File: src/rtl/nn_shift_layer.sv
// Fully-connected layer: serially loaded weights, one input element per cycle
// MAC'd across all neurons in parallel, with rescale, optional ReLU and saturation.
module nn_shift_neuron #(
   parameter int DataWidth    = 8,
   parameter int WeightsWidth = 8,
   parameter int FracBits     = 0,
   parameter int AccWidth     = 19
) (
   input  logic                           clk,
   input  logic                           reset,
   input  logic                           clear,
   input  logic                           en,
   input  logic                           last,
   input  logic                           relu,
   input  logic signed [DataWidth-1:0]    a,
   input  logic signed [WeightsWidth-1:0] w,
   output logic        [DataWidth-1:0]    y,
   output logic                           sat
);
   localparam logic signed [AccWidth-1:0] MaxV = AccWidth'((1 << (DataWidth-1)) - 1);
   localparam logic signed [AccWidth-1:0] MinV = ~MaxV;

   logic signed [AccWidth-1:0] acc, acc_next, prod, s;
   logic        [DataWidth-1:0] y_next;
   logic                        sat_next;

   assign prod = AccWidth'(a) * AccWidth'(w);

   always_comb begin
      acc_next = acc + prod;
      s        = acc_next >>> FracBits;
      if (relu && s < 0) s = '0;
      y_next   = s[DataWidth-1:0];
      sat_next = 1'b0;
      if (s > MaxV) begin
         y_next   = MaxV[DataWidth-1:0];
         sat_next = 1'b1;
      end else if (s < MinV) begin
         y_next   = MinV[DataWidth-1:0];
         sat_next = 1'b1;
      end
   end

   always_ff @(posedge clk) begin
      if (reset) begin
         acc <= '0;
         y   <= '0;
         sat <= 1'b0;
      end else if (clear) begin
         acc <= '0;
      end else if (en) begin
         acc <= acc_next;
         // result is taken from the final sum, not the registered acc
         if (last) begin
            y   <= y_next;
            sat <= sat_next;
         end
      end
   end
endmodule

module nn_shift_layer #(
   parameter int NumNeurons   = 4,
   parameter int InputWidth   = 8,
   parameter int DataWidth    = 8,
   parameter int WeightsWidth = 8,
   parameter int FracBits     = 0,
   parameter int AccWidth     = DataWidth + WeightsWidth + $clog2(InputWidth)
) (
   input  logic                             clk_i,
   input  logic                             reset_i,
   input  logic [DataWidth*InputWidth-1:0]  actv_i,
   input  logic                             req_i,
   output logic                             ack_o,
   input  logic                             relu_en_i,
   output logic [DataWidth*NumNeurons-1:0]  output_o,
   output logic [NumNeurons-1:0]            sat_o,
   output logic                             req_o,
   input  logic                             ack_i,
   input  logic                             shift_i,
   input  logic [WeightsWidth-1:0]          weights_i,
   output logic [WeightsWidth-1:0]          weights_o
);
   localparam int W    = NumNeurons * InputWidth;
   localparam int CntW = (InputWidth > 1) ? $clog2(InputWidth) : 1;

   typedef enum logic [1:0] {IDLE, MAC, OUT} state_t;
   state_t state_q, state_d;

   logic signed [WeightsWidth-1:0] w_q   [W];
   logic signed [DataWidth-1:0]    act_q [InputWidth];
   logic                           relu_q;
   logic [CntW-1:0]                cnt_q;
   logic                           start, last;

   assign start     = (state_q == IDLE) && req_i;
   assign last      = (state_q == MAC) && (cnt_q == CntW'(InputWidth-1));
   assign ack_o     = (state_q == IDLE);
   assign req_o     = (state_q == OUT);
   assign weights_o = w_q[W-1];

   always_comb begin
      state_d = state_q;
      case (state_q)
         IDLE:    if (req_i) state_d = MAC;
         MAC:     if (last)  state_d = OUT;
         OUT:     if (ack_i) state_d = IDLE;
         default: state_d = IDLE;
      endcase
   end

   always_ff @(posedge clk_i) begin
      if (reset_i) begin
         state_q <= IDLE;
         cnt_q   <= '0;
         relu_q  <= 1'b0;
         for (int k = 0; k < W; k++) w_q[k] <= '0;
         for (int i = 0; i < InputWidth; i++) act_q[i] <= '0;
      end else begin
         state_q <= state_d;
         // chain only moves while idle so a running MAC sees stable weights
         if (shift_i && state_q == IDLE) begin
            w_q[0] <= weights_i;
            for (int k = 1; k < W; k++) w_q[k] <= w_q[k-1];
         end
         if (start) begin
            cnt_q  <= '0;
            relu_q <= relu_en_i;
            for (int i = 0; i < InputWidth; i++)
               act_q[i] <= actv_i[i*DataWidth +: DataWidth];
         end else if (state_q == MAC) begin
            cnt_q <= cnt_q + 1'b1;
         end
      end
   end

   for (genvar n = 0; n < NumNeurons; n++) begin : g_neuron
      logic signed [WeightsWidth-1:0] row [InputWidth];
      for (genvar i = 0; i < InputWidth; i++) begin : g_row
         assign row[i] = w_q[n*InputWidth + i];
      end

      nn_shift_neuron #(
         .DataWidth   (DataWidth),
         .WeightsWidth(WeightsWidth),
         .FracBits    (FracBits),
         .AccWidth    (AccWidth)
      ) u_neuron (
         .clk  (clk_i),
         .reset(reset_i),
         .clear(start),
         .en   (state_q == MAC),
         .last (last),
         .relu (relu_q),
         .a    (act_q[cnt_q]),
         .w    (row[cnt_q]),
         .y    (output_o[n*DataWidth +: DataWidth]),
         .sat  (sat_o[n])
      );
   end
endmodule
File: config.mk
export PLATFORM = sky130hd
export DESIGN_NAME = nn_shift_layer
export DESIGN_NICKNAME = d
export VERILOG_FILES = /design/src/rtl/nn_shift_layer.sv
export SDC_FILE = /design/constraint.sdc
export NUM_CORES = 2
export LEC_CHECK = 0
export ABC_CLOCK_PERIOD_IN_PS = 11900
export BUFFER_PORTS_ARGS = -buffer_cell sky130_fd_sc_hd__clkbuf_2
export CORE_MARGIN = 2
export CORE_UTILIZATION = 36
export CTS_CLUSTER_SIZE = 20
export DETAILED_ROUTE_END_ITERATION = 10
export PLACE_DENSITY_LB_ADDON = 0.15
export SETUP_SLACK_MARGIN = 0.2
export SYNTH_ARGS = -nofsm -noshare
export SYNTH_HDL_FRONTEND = slang
export SYNTH_SLANG_ARGS = --single-unit
File: constraint.sdc
create_clock -name clk_i -period 11.9 [get_ports clk_i]
set_clock_uncertainty 0.2 [all_clocks]
set_input_delay 1.785 -clock clk_i [delete_from_list [all_inputs] [get_ports clk_i]]
set_output_delay 1.785 -clock clk_i [all_outputs]
set_load 0.05 [all_outputs]
# Word-level counts from Yosys, hierarchy flattened
# Memory sizes are Yosys's and may differ from the RTL's. A register that Yosys moved wholly into a read port is not among the register bits.
# Cells that the tools add are included.
# Widths: inputs -> output; s select.
# word_totals
reg_bits,118
out_inout_bits,46
ramBits,320
n_memories,2
inputBits,78
wordCells,184
# classes
magnitude_cmp,13
addsub,5
n_bitwise,42
n_reduce_logical,11
mux,86
eq_ne,6
mul,4
# memory_table
name,depth,width,rd,rd_ports_with_merged_regs,wr,line_no,rtl
w_q,32,8,32,0,32,90,logic signed [WeightsWidth-1:0] w_q [W];
act_q,8,8,1,1,8,91,logic signed [DataWidth-1:0] act_q [InputWidth];
# ops
cell,n
$mux 8,56
$bmux 8 s3,4
$add 19x16->19,4
$gt 19x8->1 const B,4
$lt 19x1->1 const B,4
$lt 19x8->1 const B,4
$mux 19,4
$mul 8x8->16,4
$or 1x1->1,40
$mux 1,16
$logic_and 1x1->1,7
$mux 2,3
$mux 3,2
$pmux 2 s3,1
$reduce_and 3->1,2
$ge 4x4->1 const B,1
$ne 2x2->1 const B,2
$not 3->4,1
$add 3x1->3 const B,1
$eq 3x3->1 const B,1
$eq 2x1->1 const B,1
$eq 2x2->1 const B,1
$logic_not 2->1,1
$ne 2x1->1 const B,1
2 further kinds,2

# Longest topological paths before layout
# logic_depth
depth_word,12
mapped_depth,27
mapped_depth_nobuf,23

# By module
# From an unflattened synthesis, not the netlist that was laid out.
# hier_totals
hier_cells,2832
hier_area_um2,33296.9
# modules_own_cells
mod,seq_area_each_um2,n_inst,cells_per_inst,area_each_um2
nn_shift_layer,9789.4,1,883,14730.4
nn_shift_neuron (g_neuron[1].u_neuron),560.5,1,504,4712.0
nn_shift_neuron (g_neuron[3].u_neuron),560.5,1,481,4657.0
nn_shift_neuron (g_neuron[0].u_neuron),560.5,1,481,4618.2
nn_shift_neuron (g_neuron[2].u_neuron),560.5,1,483,4579.4

# Least setup slack after synthesis
# OpenSTA, ideal clock, no wires.
# synth_timing
path_kind,input -> register
startpoint,in reset_i
endpoint,"mem w_q[0][0], enable pin"
slack_ns,2.248
setup_time_ns,0.663
stages,4
path_buffers,3
arrival_time_ns,8.789
path_cell_list,clkbuf_1 > buf_1 > clkbuf_1 > nand2b_1
# synth_lines
element,line_no,rtl
"start, declared",71,"input logic reset_i,"
"end, declared",90,

# Worst setup path in the final report
# layout_timing
startpoint,reg cnt_q[0]
endpoint,reg g_neuron[0].u_neuron.y[3]
# layout_between
elab_chain_len,12
# layout_lines
element,line_no,rtl
"start, declared",93,logic [CntW-1:0] cnt_q;
"start signal, assigned",132,cnt_q <= cnt_q + 1'b1;
$not 3->4 (not written as such),156,".w (row[cnt_q]),"
$bmux 8 s3,156,
$mux 8 (not written as such) (2 in series),156,
$mul 8x8->16,27,assign prod = AccWidth'(a) * AccWidth'(w);
$add 19x16->19,30,acc_next = acc + prod;
$lt 19x1->1,32,if (relu && s < 0) s = '0;
$logic_and 1x1->1,32,
$mux 19,32,
$lt 19x8->1,38,end else if (s < MinV) begin
$mux 8,38,
$mux 8,35,if (s > MaxV) begin
"end signal, assigned",55,y <= y_next;
"end, declared",17,"output logic [DataWidth-1:0] y,"
# Parallel ways exist; a longest one is shown, timed or not. The select of a mux whose other input is x is not followed.
# A chain may end at the register's enable or synchronous reset.

==> flow_metrics.env <==
export IMPL_status="finished clean"
export IMPL_ys_seq_area_share_pct=37.1
export IMPL_synth_top_cell_area_share_pct=29.6
export IMPL_synth_nets=3442
export IMPL_start_util_pct=36.2
export IMPL_cts_max_path_buffers=3
export IMPL_slew_headroom_pct=12.9
export IMPL_synth_seq_cells=441
export IMPL_post_route_period_util_pct=73.2
export IMPL_r2r_start="cnt_q[0]"
export IMPL_hp_start="g_neuron[0].u_neuron.acc[4]"
export IMPL_via_per_inst=4.97
export IMPL_p_sw_uw=3130
export IMPL_worst_hold_slack_ns=0.259
export IMPL_finalSetupViolations=0
export IMPL_reg2reg_to="g_neuron[0].u_neuron.y[3]"
export IMPL_cts_htree_levels=2
export IMPL_clock_latency_ns=0.63
export IMPL_max_freq_mhz=115
export IMPL_drt_total_wl_um=78800
export IMPL_cts_root_buf="clkbuf_16"
export IMPL_synthTopCellsByCount="inv_1, fa_1, edfxtp_1"
export IMPL_cts_hold_buf=0
export IMPL_critPathBufInv=2
export IMPL_regToRegSetupSlack_ns=3.19
export IMPL_drt_iter0_drc=1322
export IMPL_io_buffers=123
export IMPL_clkSinkCount=441
export IMPL_syn_cell_area_um2=32400
export IMPL_layout_min_cycle_time_ns=8.71
export IMPL_cap_violations=0
export IMPL_slew_viol_final=0
export IMPL_final_util_pct=40.3
export IMPL_slowest_delay_ns=0.95
export IMPL_clk_pin_slew_worst_paths_ns=0.06
export IMPL_reg2regPathDepth=20
export IMPL_dr_pass1_iters=5
export IMPL_finalSetupTns_ns=0
export IMPL_p_leak_uw=0.0157
export IMPL_grt_pass1_wl_um=128000
export IMPL_switching_share_pct=41.9
export IMPL_crit_top_cell="fa_1"
export IMPL_cts_tree="done"
export IMPL_cp_end_kind="flop"
export IMPL_die_area_um2=92400
export IMPL_hp_class="reg -> reg"
export IMPL_ys_types=79
export IMPL_startpoint_type="flop"
export IMPL_grt_pass1_vias=22558
export IMPL_overflow=0
export IMPL_power_internal_uw=4340
export IMPL_synth_area_top_cells="edfxtp_1, fa_1, dfxtp_1"
export IMPL_routedWlPerCell_um=18.9
export IMPL_gp_congestion=0.804
export IMPL_hpwlAfterDp_um=56700
export IMPL_fp_dieW_um=304
export IMPL_required_ns=12.19
export IMPL_path_cells="buf_4 > mux4_2 > mux2i_1 > nand2b_1 > fa_1 > fa_1 > fa_1 > fa_1 > inv_1 > fa_1 > ha_1 > nand2_1 > o31ai_1 > nand3_1 > and2_1 > xnor2_1 > or4_1 > o31a_1 > and2_1 > a221o_1"
export IMPL_syn_to_final_growth_pct=11.4
export IMPL_holdPathEnd="g_neuron[0].u_neuron.acc[4]"
export IMPL_ys_async_sr_fraction_pct=0
export IMPL_power_frac_seq_pct=25.5
export IMPL_tightestPinTransition_ns=1.27
export IMPL_crit_family="adder cells"
export IMPL_num_io_pins=124
export IMPL_post_cts_setup_buffers=0
export IMPL_postCtsResizedCells=0
export IMPL_peakVddDrop_v=0.000100
export IMPL_vias=20681
export IMPL_synth_most_common_cell="inv_1"
export IMPL_gr_usage_all_layers_pct=17.4
export IMPL_path_class="reg -> reg"
export IMPL_row_count=110
export IMPL_grt_max_degree=145
export IMPL_drive_gt1_share_pct=14.1
export IMPL_synth_cells=2850
export IMPL_dp_cells=4068
export IMPL_layout_cells_non_filler=4164
export IMPL_cp_max_fo=35
export IMPL_critPathArrivalTime_ns=9.01
export IMPL_drc=0
export IMPL_core_area_um2=89600
export IMPL_pwr_share_clk_pct=21.7
export IMPL_comb_power_share_pct=52.7
export IMPL_hold_viol=0
export IMPL_power_density_nw_per_um2=207
export IMPL_rsz0062_at_grt="no"
export IMPL_dieHeight_um=304
export IMPL_min_delay_path_depth=2
export IMPL_synth_flop_cell="edfxtp_1"
export IMPL_crit_path_top_delay_cell="mux2i_1"
export IMPL_synth_edf_count=320
export IMPL_synth_top_area_cell="edfxtp_1"
export IMPL_num_nets_final=3538
export IMPL_yosys_warnings=0
export IMPL_antennaDiodeCount=0
export IMPL_synth_avg_cell_area_um2=11.4
export IMPL_cts_inserted_buffers=52
export IMPL_ant_nets=0
export IMPL_antenna_found_initial=1
## placed cells by master (no fill, tap or decap), types with 29 or more instances in the layout
master and n:
a21oi_1 109, and2_1 200, buf_4 49, clkbuf_16 54, clkbuf_2 124, dfxtp_1 118
edfxtp_1 320, fa_1 336, ha_1 178, inv_1 387, mux2i_1 29, mux4_2 80
nand2_1 192, nor2_1 227, nor2b_1 140, or2_2 35, xnor2_1 55
## state kept, by name, indices dropped and copies added (netlist names), named ones only
signal                 cells
g_neuron.u_neuron.acc     76
w_q                      256
g_neuron.u_neuron.y       32
cnt_q                      3
state_q                    2
g_neuron.u_neuron.sat      4
relu_q                     1
act_q                     64
## logic make-up (layout without fill, tap and decap cells)
logic type,after synthesis,after routing,synth area share (%)
simple gates,890,890,13.9
buf+inv,517,655,6.16
fa+ha+maj,514,514,27.6
flops,441,441,37.1
compound gates,285,285,6.01
mux,133,133,7.26
xor+xnor,70,70,1.89
## power by group through the flow
stage                     Sequential [µW]  Clock [µW]  Combinational, µW
after floorplan                      1910           0               2970
after global placement               1940           0               3880
after detailed placement             1940           0               3920
after CTS                            1910        1670               3960
after global routing                 1930        1730               4490
final                                1910        1620               3940
## through the flow
| step | setup slack [ns] | area, µm² | total power [µW] |
|---|---|---|---|
| 2_1_floorplan | 2.25 | 32400 | 4890 |
| 3_3_place_gp | 3.18 | 34400 | 5820 |
| 3_5_place_dp | 2.97 | 34400 | 5860 |
| 4_1_cts | 2.97 | 36100 | 7550 |
| 5_1_grt | 2.64 | 36100 | 8150 |
| 6_report | 3.19 | 36100 | 7470 |
## worst min-delay path, stage by stage (launching register included)
cell and delay [ns]:
dfxtp_1 0.31, nand2_1 0.05, a21oi_1 0.05
## worst max-delay path by stage
stage | from | endpoint | slack [ns] | depth (start not counted)
6_report | cnt_q[0] | g_neuron[0].u_neuron.y[3] | 3.19 | 20
5_1_grt | cnt_q[0] | g_neuron[0].u_neuron.y[4] | 2.64 | 20
4_1_cts | cnt_q[0] | g_neuron[0].u_neuron.y[3] | 2.97 | 20
3_5_place_dp | cnt_q[0] | g_neuron[0].u_neuron.y[3] | 2.97 | 20
3_3_place_gp | cnt_q[0] | g_neuron[0].u_neuron.y[0] | 3.18 | 20
2_1_floorplan | reset_i | w_q[0][0] | 2.25 | 4
## routing by layer
metal  part of all wire, %  routed length, µm  track usage [%]  vias to the layer above
li1                      -                  -                -                     9670
met1                    46              36500             24.1                    10584
met2                    47              37400             28.8                      342
met3                   4.8               3760             3.41                       85
met4                   1.5               1200             3.20                        0
met5                     0                  0                0                        -
## layout make-up
cell class / count / area (µm²)
well taps: 1176 / 1470
inverters: 388 / 1460
fillers: 8624 / 53500
clock buffers: 63 / 1400
repair buffers: 171 / 978
multi-input cells: 1892 / 18500
flip-flops and latches: 441 / 12000
clock inverters: 33 / 310
(Power assumes the default switching activity.)
